==> config.mk <==
export PLATFORM = sky130hd
export DESIGN_NAME = control_flat
export DESIGN_NICKNAME = d
export VERILOG_FILES = /design/src/rtl/mult_pkg.sv /design/src/rtl/control_if.sv /design/src/rtl/control.sv /design/src/flat_wrapper.sv
export SDC_FILE = /design/constraint.sdc
export NUM_CORES = 1
export LEC_CHECK = 0
export ABC_AREA = 1
export CAP_MARGIN = 0
export CORE_MARGIN = 4
export CORE_UTILIZATION = 49
export DETAILED_ROUTE_END_ITERATION = 7
export PLACE_DENSITY_LB_ADDON = 0.3
export SYNTH_ARGS = -nofsm -noshare
export SYNTH_HDL_FRONTEND = slang
export SYNTH_SLANG_ARGS = --single-unit
export TNS_END_PERCENT = 10
==> constraint.sdc <==
create_clock -name clk -period 2.2 [get_ports clk]
set_clock_uncertainty 0.1 [all_clocks]
set_input_delay 0.44 -clock clk [delete_from_list [all_inputs] [get_ports clk]]
set_output_delay 0.44 -clock clk [all_outputs]
set_load 0.02 [all_outputs]
==> src/rtl/mult_pkg.sv <==
// Shared types and defaults for the shift-add multiplier sequencer.
package mult_pkg;

    localparam int unsigned WIDTH_DEFAULT      = 32;
    localparam logic [5:0]  ADDU_FUNCT_DEFAULT = 6'h21;

    typedef enum logic [1:0] {
        IDLE = 2'd0,
        INIT = 2'd1,
        CALC = 2'd2,
        DONE = 2'd3
    } state_t;

endpackage

==> src/rtl/control_if.sv <==
// Control/datapath handshake bundle for the multiplier sequencer.
// master: the sequencer side; slave: the datapath/requester side.
interface control_if;

    logic       run;
    logic       lsb;
    logic       rdy;
    logic       w_ctrl_Multiplicand;
    logic       adding_ctrl;
    logic [5:0] addu_ctrl;
    logic       w_ctrl_Product;

    modport master (
        input  run,
        input  lsb,
        output rdy,
        output w_ctrl_Multiplicand,
        output adding_ctrl,
        output addu_ctrl,
        output w_ctrl_Product
    );

    modport slave (
        output run,
        output lsb,
        input  rdy,
        input  w_ctrl_Multiplicand,
        input  adding_ctrl,
        input  addu_ctrl,
        input  w_ctrl_Product
    );

endinterface

==> src/rtl/control.sv <==
// Sequencer for the unsigned WIDTH x WIDTH shift-add multiplier.
// IDLE -> INIT (load) -> CALC (WIDTH add/shift steps) -> DONE.
// Optional build macro CTRL_AUTO_RESTART_EN: DONE with run held high goes
// straight back to INIT, giving back-to-back multiplies with one-cycle rdy.
module control
    import mult_pkg::*;
#(
    parameter int unsigned WIDTH      = WIDTH_DEFAULT,
    parameter logic [5:0]  ADDU_FUNCT = ADDU_FUNCT_DEFAULT
) (
    input  logic       clk,
    input  logic       rst,
    control_if.master  bus
);

    localparam int unsigned    CNT_W = $clog2(WIDTH) + 1;
    localparam logic [CNT_W-1:0] LAST  = CNT_W'(WIDTH - 1);

    state_t           state_q, state_d;
    logic [CNT_W-1:0] cnt_q, cnt_d;

    logic       rdy_q,  rdy_d;
    logic       wm_q,   wm_d;
    logic       wp_q,   wp_d;
    logic       calc_q, calc_d;
    logic [5:0] addu_q, addu_d;

    // State, counter and output registers; outputs are decoded from the
    // next state so they change on the same edge as the state itself.
    always_ff @(posedge clk or negedge rst) begin
        if (!rst) begin
            state_q <= IDLE;
            cnt_q   <= '0;
            rdy_q   <= 1'b0;
            wm_q    <= 1'b0;
            wp_q    <= 1'b0;
            calc_q  <= 1'b0;
            addu_q  <= 6'h00;
        end else begin
            state_q <= state_d;
            cnt_q   <= cnt_d;
            rdy_q   <= rdy_d;
            wm_q    <= wm_d;
            wp_q    <= wp_d;
            calc_q  <= calc_d;
            addu_q  <= addu_d;
        end
    end

    // Next-state, iteration counter and next-output decode.
    always_comb begin
        state_d = state_q;
        cnt_d   = cnt_q;
        rdy_d   = 1'b0;
        wm_d    = 1'b0;
        wp_d    = 1'b0;
        calc_d  = 1'b0;
        addu_d  = 6'h00;

        case (state_q)
            IDLE: begin
                if (bus.run) state_d = INIT;
            end
            INIT: begin
                cnt_d   = '0;
                state_d = CALC;
            end
            CALC: begin
                cnt_d = cnt_q + CNT_W'(1);
                if (cnt_q == LAST) state_d = DONE;
            end
            DONE: begin
`ifdef CTRL_AUTO_RESTART_EN
                state_d = bus.run ? INIT : IDLE;
`else
                if (!bus.run) state_d = IDLE;
`endif
            end
            default: state_d = IDLE;
        endcase

        case (state_d)
            INIT: begin
                wm_d = 1'b1;
                wp_d = 1'b1;
            end
            CALC: begin
                wp_d   = 1'b1;
                calc_d = 1'b1;
                addu_d = ADDU_FUNCT;
            end
            DONE:    rdy_d = 1'b1;
            default: ;
        endcase
    end

    // adding_ctrl follows the Product LSB within the same CALC cycle.
    assign bus.adding_ctrl         = calc_q & bus.lsb;
    assign bus.rdy                 = rdy_q;
    assign bus.w_ctrl_Multiplicand = wm_q;
    assign bus.w_ctrl_Product      = wp_q;
    assign bus.addu_ctrl           = addu_q;

endmodule

==> src/flat_wrapper.sv <==
// flat-port wrapper written by rule: the top's interface ports become plain ports
module control_flat import mult_pkg::*;
#(
    parameter int unsigned WIDTH      = WIDTH_DEFAULT,
    parameter logic [5:0]  ADDU_FUNCT = ADDU_FUNCT_DEFAULT
)
  (clk, rst, bus_run, bus_lsb, bus_rdy, bus_w_ctrl_Multiplicand, bus_adding_ctrl, bus_addu_ctrl, bus_w_ctrl_Product);
  control_if bus_i ();
  input  logic clk;
  input  logic rst;
  input wire logic [$bits(bus_i.run)-1:0] bus_run;
  input wire logic [$bits(bus_i.lsb)-1:0] bus_lsb;
  output wire logic [$bits(bus_i.rdy)-1:0] bus_rdy;
  output wire logic [$bits(bus_i.w_ctrl_Multiplicand)-1:0] bus_w_ctrl_Multiplicand;
  output wire logic [$bits(bus_i.adding_ctrl)-1:0] bus_adding_ctrl;
  output wire logic [$bits(bus_i.addu_ctrl)-1:0] bus_addu_ctrl;
  output wire logic [$bits(bus_i.w_ctrl_Product)-1:0] bus_w_ctrl_Product;
  assign bus_i.run = bus_run;
  assign bus_i.lsb = bus_lsb;
  assign bus_rdy = bus_i.rdy;
  assign bus_w_ctrl_Multiplicand = bus_i.w_ctrl_Multiplicand;
  assign bus_adding_ctrl = bus_i.adding_ctrl;
  assign bus_addu_ctrl = bus_i.addu_ctrl;
  assign bus_w_ctrl_Product = bus_i.w_ctrl_Product;
  control #(.WIDTH(WIDTH), .ADDU_FUNCT(ADDU_FUNCT)) u_core (.clk(clk), .rst(rst), .bus(bus_i));
endmodule
# [Word-level counts from Yosys, hierarchy flattened]
# Cells that the tools add are included.
# W data, S select, Z words.
[word_totals] register_bits=18 mem_bits_rw=0 romBits=0 latch_bits=0 n_memories=0 output_inout_bits=10 in_bits=4
[op_classes] n_addsub=1 multipliers=0 bitwise_logic=1 eq_ne=7 n_shift=0 div_mod_pow=0 n_lt_le_gt_ge=0 reduce_logical=3 muxes=10
[op_table] cell="$pmux W6 S2" count=1
[op_table] cell="$eq A2 B2 Y1 const B" count=4
[op_table] cell="$pmux W2 S4" count=1
[op_table] cell="$add A6 B1 Y6 const B" count=1
[op_table] cell="$eq A6 B5 Y1 const B" count=1
[op_table] cell="$mux W2" count=3
[op_table] cell="$mux W6" count=1
[op_table] cell="$eq A2 B1 Y1 const B" count=2
[op_table] cell="$mux W1" count=4
[op_table] cell="$logic_not A2 Y1" count=1
[op_table] cell="$reduce_bool A2 Y1" count=1
[op_table] cell="$reduce_or A2 Y1" count=1
[op_table] cell="$and A1 B1 Y1" count=1

# [Logic depth before layout (Yosys ltp)]
# Gate-level depths: netlist of the first run.
[depth] ltp_word=6 ltp_mapped=9 ltp_nobuf=9

# [Worst setup path after synthesis of the first run]
# Ideal clock, no wire load.
[synth_timing] path_kind="register -> register" startpoint="reg u_core.state_q[0]" endpoint="reg u_core.wp_q (netlist: u_core.bus.w_ctrl_Product)" period_less_slack_ns=1.503 path_slack_ns=0.697 arrival_time_ns=1.291 setup_ns=0.113 path_stages_with_launch=9 n_path_buf=0 cell_sequence="dfrtp_1 inv_1 ha_1 nor2_1 nand3_1 nand2_1 inv_1 ha_1 inv_1"
[synth_via] elab_chain_len=5 elab_cells_between_ends=12 classes_between="eq/ne (5); mux (5); reduce/logical (2)"
[synth_rtl] item="from (decl)" line="control.sv:19" rtl="state_t state_q, state_d;"
[synth_rtl] item="from (signal assigned)" line="control.sv:40" rtl="state_q <= state_d;"
[synth_rtl] item="$eq A2 B2 Y1, or another cell as far along" line="control.sv:60" rtl="case (state_q)"
[synth_rtl] item="$pmux W2 S4 *" line="control.sv:60"
[synth_rtl] item="named net u_core.state_d[1]" line="control.sv:19"
[synth_rtl] item="$eq A2 B1 Y1 / $eq A2 B2 Y1 (equally long branches)" line="control.sv:82" rtl="case (state_d)"
[synth_rtl] item="$reduce_or A2 Y1 (no source line) *"
[synth_rtl] item="$mux W1 *" line="control.sv:82"
[synth_rtl] item="named net u_core.wp_d" line="control.sv:24" rtl="logic wp_q, wp_d;"
[synth_rtl] item="to (signal assigned)" line="control.sv:44" rtl="wp_q <= wp_d;"
[synth_rtl] item="to (decl)" line="control.sv:24"
# The timed path passes the listed nets; every way through them passes the cells marked *.
# A chain may end at the register's enable or synchronous reset.

# [Final worst setup path of the first run]
[layout_timing] startpoint="in bus_lsb" endpoint="out bus_adding_ctrl"
[layout_via] elab_chain_len=1
[layout_rtl] item="from (decl)" line="flat_wrapper.sv:12" rtl="input wire logic [$bits(bus_i.lsb)-1:0] bus_lsb;"
[layout_rtl] item="$and A1 B1 Y1" line="control.sv:98" rtl="assign bus.adding_ctrl = calc_q & bus.lsb;"
[layout_rtl] item="to (decl)" line="flat_wrapper.sv:15" rtl="output wire logic [$bits(bus_i.adding_ctrl)-1:0] bus_adding_ctrl;"
# No other way between the ends.

==> metrics.log, run 1 <==
INFO  metric post_drt_via_cell_ratio = 4.83
INFO  metric switchingPower = 0.467 mW
INFO  metric die_height = 46.5 µm
INFO  metric crit_path_max_fanout = 1
INFO  metric global_route_wire_length_before_repair = 1.87 mm
INFO  metric relSlewSlack = 0.650
INFO  metric synth_cell_types = 14
INFO  metric layout.cell_area.non_filler = 826 µm²
INFO  metric io_buffer_count = 9
INFO  metric critPathMaxStageDelay = 590 ps
INFO  metric cts.repair.resized = 0
INFO  metric preCtsSetupSlack = 83.1 ps
INFO  metric power.clock.fraction = 0.163
INFO  metric die_area = 2160 µm²
INFO  metric initial_utilization = 0.538
INFO  metric hpwl = 875 µm
INFO  metric postPlaceCellArea = 790 µm²
INFO  metric drv_slew = 0
INFO  metric p_sw_frac = 0.434
INFO  metric timing.setup.critical_path_class = in -> out
INFO  metric p_total = 1.07 mW
INFO  metric clock_buffers_created_by_tritoncts = 3
INFO  metric die_w = 46.5 µm
INFO  metric antenna_left = 0
INFO  metric run_status = complete, no violations
INFO  metric setup_ws = 87.0 ps
INFO  metric path_clk_slew = 80 ps
INFO  metric critical_path_buf_inv_count = 3
INFO  metric cts_setup_buffers = 0
INFO  metric rrSetupSlack = 530 ps
INFO  metric fmax = 473 MHz
INFO  metric cellInternalPower = 0.607 mW
INFO  metric fin_tns_setup = 0 ps
INFO  metric layout.cells.most_common = sky130_fd_sc_hd__nand2_1
INFO  metric clock_tree_from_tritoncts = yes
INFO  metric areaGrowthSynthToFinish = 13.8%
INFO  metric finalWorstPathRequiredPeriod = 2110 ps
INFO  metric synth_area_per_cell = 8.15 µm²
INFO  metric cp-end-kind = output port
INFO  metric vias = 546
INFO  metric clockBufferDepth = 2
INFO  metric core_region_area = 1350 µm²
INFO  metric worst_hold_path_type = in -> async
INFO  metric grt_pass1_vias = 447
INFO  metric worstSkewPairLatency = 270 ps
INFO  metric max-cap-violations = 0
INFO  metric p_seq_frac = 0.322
INFO  metric final_setup_violation_count = 0
INFO  metric place.detailed.instances = 109
INFO  metric cts-hold-fix-buffers = 0
INFO  metric stdcell_count = 113
INFO  metric drt_iter0_drc = 13
INFO  metric cpMaxStageDelayCell = sky130_fd_sc_hd__clkdlybuf4s50_1
INFO  metric grt_max_degree = 13
INFO  metric drc = 0
INFO  metric hold_viol = 0
INFO  metric row_count = 13
INFO  metric vdd_ir_drop_max = 891 µV
INFO  metric worst_ep_arrival_time = 1570 ps
INFO  metric critical-path-top-delay-family = buffers and inverters
INFO  metric gp_congestion = 0.795
INFO  metric layout-drive-gt1-share = 0.0612
INFO  metric grt_antenna_before_repair = 0
INFO  metric ys_seq_area_frac = 0.414
INFO  metric h-tree-depth = 1
INFO  metric grt_setup_unrepaired = no
INFO  metric nature_of_the_critical_path_startpoint = input port
INFO  metric ys.warnings.count = 0
INFO  metric clkSinkCount = 12
INFO  metric cell_at_the_root_of_the_clock_tree = sky130_fd_sc_hd__clkbuf_4
INFO  metric globalRouteOverflowTotal = 0
INFO  metric wirelength = 1.10 mm
INFO  metric antenna_cells = 0
INFO  metric drt-wirelength-per-cell = 9.71 µm
INFO  metric post_route_fraction_of_the_period_consumed_by_the_critical_path = 0.960
INFO  metric postSynthRegisterBits = 12
INFO  metric final_net_count = 111
INFO  metric tightestPinTransition = 524 ps
INFO  metric synth_area = 726 µm²
INFO  metric total_routing_usage_gr = 0.125
INFO  metric critical_path.cell_chain = clkdlybuf4s50_1 -> nand2_1 -> inv_1 -> clkdlybuf4s50_1
INFO  metric syn-instance-count = 89
INFO  metric drt_pre_antenna_iters = 4
INFO  metric fraction_of_power_consumed_by_combinational_cells = 0.515
INFO  metric num_io_pins = 14
INFO  metric layout.cells.most_common_list = sky130_fd_sc_hd__nand2_1 (22), sky130_fd_sc_hd__dfrtp_1 (12), sky130_fd_sc_hd__inv_1 (11), sky130_fd_sc_hd__nor2_1 (11), sky130_fd_sc_hd__clkdlybuf4s50_1 (9)
INFO  metric p_leak = 0.448 nW
INFO  metric power_density_over_the_cells = 1300 nW/µm²
INFO  metric cp.required = 1660 ps
INFO  metric critical_path.most_common_cell = sky130_fd_sc_hd__clkdlybuf4s50_1
[stage by stage]
step           utilization  hold WS [ps]
2_1_floorplan            -          44.4
3_3_place_gp         0.585           402
3_5_place_dp         0.585           404
4_1_cts              0.612           421
5_1_grt              0.612           463
6_report             0.612           410
[metal layers]
metal | vias to the layer above | part of all wire | GRT usage
met3 | 2 | 0.069 | 0.0234
met1 | 252 | 0.46 | 0.163
met5 | - | 0 | 0
met4 | 0 | 0.012 | 0.0682
li1 | 281 | - | -
met2 | 11 | 0.46 | 0.192
[cell families after synthesis]
| logic type | share of synthesized area |
|---|---|
| AND/OR/NAND/NOR | 0.253 |
| buffers and inverters | 0.134 |
| flip-flops | 0.414 |
| AO/OA/AOI/OAI | 0.0552 |
| adder cells (fa/ha/maj) | 0.138 |
| other | 0.00517 |
[cell type report]
| cell class | instances | area (µm²) |
|---|---|---|
| flip-flops and latches | 12 | 300 |
| repair buffers | 9 | 90.1 |
| well taps | 15 | 18.8 |
| clock buffers | 4 | 36.3 |
| multi-input cells | 62 | 339 |
| inverters | 11 | 41.3 |
| fillers | 115 | 524 |
[power by group through the flow]
stage                     clock [mW]  combinational [mW]  sequential [mW]
after floorplan                    0               0.439            0.365
after global placement             0               0.547            0.348
after detailed placement           0               0.558            0.350
after CTS                      0.177               0.558            0.346
after global routing           0.190               0.637            0.356
final                          0.175               0.553            0.346
[path summary, 6_finish.rpt]
| check | start | end | depth (start not counted) |
|---|---|---|---|
| worst max-delay path | bus_lsb | bus_adding_ctrl | 4 |
| worst min-delay path | rst | u_core.bus.addu_ctrl[0] | 1 |
| worst max register to register | u_core.state_q[0] | u_core.bus.w_ctrl_Product | 9 |
| worst min register to register | u_core.cnt_q[4] | u_core.cnt_q[4] | 2 |
| max in group asynchronous | rst | u_core.cnt_q[0] | 1 |
| min in group clk | u_core.cnt_q[4] | u_core.cnt_q[4] | 2 |
[cells in the mapped netlist]
library cell,number,share of area
sky130_fd_sc_hd__nand3b_1,1,0.010
sky130_fd_sc_hd__o21ai_0,3,0.021
sky130_fd_sc_hd__nand3_1,6,0.041
sky130_fd_sc_hd__buf_6,1,0.016
sky130_fd_sc_hd__conb_1,1,0.0052
sky130_fd_sc_hd__a21oi_1,5,0.034
sky130_fd_sc_hd__dfrtp_1,12,0.41
sky130_fd_sc_hd__nor2_4,1,0.016
sky130_fd_sc_hd__buf_4,6,0.062
sky130_fd_sc_hd__ha_1,8,0.14
sky130_fd_sc_hd__inv_1,11,0.057
sky130_fd_sc_hd__nand2_1,22,0.11
sky130_fd_sc_hd__nand2_4,1,0.016
sky130_fd_sc_hd__nor2_1,11,0.057
[flip-flops by register name (all words and copies together), names as in the netlist]
signal                          flops
u_core.cnt_q                        6
u_core.state_q                      2
u_core.bus.w_ctrl_Product           1
u_core.bus.w_ctrl_Multiplicand      1
u_core.bus.rdy                      1
u_core.bus.addu_ctrl                1
Power figures use the tool's default switching activity.
==> inputs of run 2 (changes only) <==
Settings changed: CORE_UTILIZATION 49 to 52, CTS_BUF_LIST set to sky130_fd_sc_hd__clkbuf_4.
==> run 2 against run 1 <==
  * Sequential cell count is the same
  * Sequential power is essentially flat
  * Non-clock buffer count unchanged
  * Largest power group unchanged
  * Fmax is 0.22% lower
  * Die area is 4.8% lower
  * Cell area shrank 1.2%
  * Sequential share of layout area increased by 0.45 points
  * Highest routed layer unchanged
  * Register-to-register slack got worse by 30 ps
  * Critical path type unchanged
  * Wire length up 6.6%
  * Critical endpoint unchanged
  * First-iteration DRC count fell by 46%
==> metrics.log, run 2 (synthesis results as in run 1) <==
INFO  metric run_status = complete, no violations
INFO  metric die_area = 2060 µm²
INFO  metric crit_path_max_fanout = 1
INFO  metric relSlewSlack = 0.647
INFO  metric drt_iter0_drc = 7
INFO  metric met3RoutedLength = 55 µm
INFO  metric layout.cells.most_common_list = sky130_fd_sc_hd__nand2_1 (22), sky130_fd_sc_hd__dfrtp_1 (12), sky130_fd_sc_hd__inv_1 (11), sky130_fd_sc_hd__nor2_1 (11), sky130_fd_sc_hd__clkdlybuf4s50_1 (9)
INFO  metric grt_max_degree = 13
INFO  metric worst_ep_arrival_time = 1580 ps
INFO  metric core_region_area = 1300 µm²
INFO  metric drt-wirelength-per-cell = 10.3 µm
INFO  metric critical_path.startpoint = bus_lsb
INFO  metric clock_buffers_created_by_tritoncts = 3
INFO  metric max-cap-violations = 0
INFO  metric die_height = 45.4 µm
INFO  metric flip_flop_count_of_the_largest_register_all_copies_and_words_added = 6
INFO  metric stdcell_count = 113
INFO  metric h-tree-depth = 1
INFO  metric grt_setup_unrepaired = no
INFO  metric drt_pre_antenna_iters = 4
INFO  metric tightestPinTransition = 528 ps
INFO  metric grt_pass1_vias = 462
INFO  metric cp.required = 1660 ps
INFO  metric clkSinkCount = 12
INFO  metric ff_latch_area = 300 µm²
INFO  metric drc = 0
INFO  metric post_route_fraction_of_the_period_consumed_by_the_critical_path = 0.963
INFO  metric hold_viol = 0
INFO  metric r2r-start = u_core.state_q[0]
INFO  metric fin_util = 0.627
INFO  metric global_route_wire_length_before_repair = 1.90 mm
INFO  metric total_routing_usage_gr = 0.136
INFO  metric topRoutingLayerUsed = met4
INFO  metric critical_path.most_common_cell = sky130_fd_sc_hd__clkdlybuf4s50_1
INFO  metric worst_hold_path_type = in -> async
INFO  metric drv_slew = 0
INFO  metric initial_utilization = 0.558
INFO  metric wirelength = 1.17 mm
INFO  metric place.detailed.instances = 109
INFO  metric cp-end-kind = output port
INFO  metric hpwl = 898 µm
INFO  metric critical-path-top-delay-family = buffers and inverters
INFO  metric nature_of_the_critical_path_startpoint = input port
INFO  metric final_net_count = 111
INFO  metric vias = 543
INFO  metric wirelength_met1 = 504 µm
INFO  metric cpMaxStageDelayCell = sky130_fd_sc_hd__clkdlybuf4s50_1
INFO  metric post_drt_via_cell_ratio = 4.81
INFO  metric fin_tns_setup = 0 ps
INFO  metric multi_input_area = 339 µm²
INFO  metric finalWorstPathRequiredPeriod = 2120 ps
INFO  metric critPathMaxStageDelay = 590 ps
INFO  metric io_buffer_count = 9
INFO  metric timing.setup.critical_path_class = in -> out
INFO  metric areaGrowthSynthToFinish = 12.4%
INFO  metric worstSkewPairLatency = 280 ps
INFO  metric die_w = 45.4 µm
INFO  metric layout-drive-gt1-share = 0.0510
INFO  metric layout.cells.most_common = sky130_fd_sc_hd__nand2_1
INFO  metric clock_tree_from_tritoncts = yes
INFO  metric critical_path_buf_inv_count = 3
INFO  metric power_density_over_the_cells = 1280 nW/µm²
INFO  metric final.fill_count = 120
INFO  metric num_io_pins = 14
INFO  metric antenna_left = 0
INFO  metric met2RoutedLength = 560 µm
INFO  metric globalRouteOverflowTotal = 0
INFO  metric grt_antenna_before_repair = 0
INFO  metric final_setup_violation_count = 0
INFO  metric clockBufferDepth = 2
INFO  metric antenna_cells = 0
INFO  metric vdd_ir_drop_max = 759 µV
INFO  metric top_regs = u_core.cnt_q (6), u_core.state_q (2)
INFO  metric gp_congestion = 0.751
INFO  metric registers.top_by_ff_count = u_core.cnt_q
INFO  metric cts.repair.resized = 0
INFO  metric cts_setup_buffers = 0
INFO  metric path_clk_slew = 70 ps
INFO  metric cell_at_the_root_of_the_clock_tree = sky130_fd_sc_hd__clkbuf_4
INFO  metric row_count = 13
INFO  metric critical_path.cell_chain = clkdlybuf4s50_1 -> nand2_1 -> inv_1 -> clkdlybuf4s50_1
INFO  metric p_total = 1.05 mW
INFO  metric fmax = 472 MHz
INFO  metric cts-hold-fix-buffers = 0
INFO  metric p_leak = 0.442 nW
-- run 2: changes by cell type in the layout (fill, tap and decap cells not counted) --
cell,delta
sky130_fd_sc_hd__clkbuf_8,-1
sky130_fd_sc_hd__clkinv_1,+1
-- run 2: worst register-to-register path, delay by kind of cell (launching register included) --
family	cells	cell delay, ps
compound gates	1	170
fa+ha+maj	2	480
buf+inv	3	290
flops	1	410
simple gates	3	200
-- run 2: final timing paths --
| kind | endpoint | depth (start not counted) | slack (ps) |
|---|---|---|---|
| worst max-delay path | bus_adding_ctrl | 4 | 80 |
| worst min-delay path | u_core.cnt_q[3] | 1 | 400 |
| worst max register to register | u_core.bus.w_ctrl_Product | 9 | 500 |
| worst min register to register | u_core.cnt_q[4] | 2 | 420 |
| max in group asynchronous | u_core.bus.w_ctrl_Multiplicand | 1 | 1240 |
| min in group clk | u_core.cnt_q[4] | 2 | 420 |
-- run 2: metrics by stage --
step | hold WS (ps) | cell area [µm²] | setup slack (ps)
floorplan | 44.4 | 737 | 697
global placement | 407 | 790 | 94.5
detailed placement | 410 | 790 | 83.7
CTS | 427 | 816 | 78.6
global route | 455 | 816 | 43.5
finish | 403 | 816 | 82.4
-- run 2: layout make-up --
class,count,area share
multi-input combinational,62,0.416
clock inverter,1,0.00460
timing repair buffer,9,0.110
tap,15,0.0230
inverter,11,0.0506
sequential,12,0.368
clock buffer,3,0.0276
-- run 2: power by group --
part	leakage (nW)	switching (mW)	internal (mW)
clock network	0.0154	0.0731	0.0658
registers	0.157	0.0541	0.293
logic	0.270	0.347	0.214
-- run 2: layer usage --
layer,vias to the layer above,global-route usage
met2,13,0.212
li1,286,-
met3,5,0.0239
met1,239,0.157
met5,-,0
met4,0,0.123
==> inputs of run 3 (changes only) <==
Settings changed: CAP_MARGIN 0 to 10.
==> results of run 3 <==
The final DEF is identical to that of run 2; final timing and power are the same.
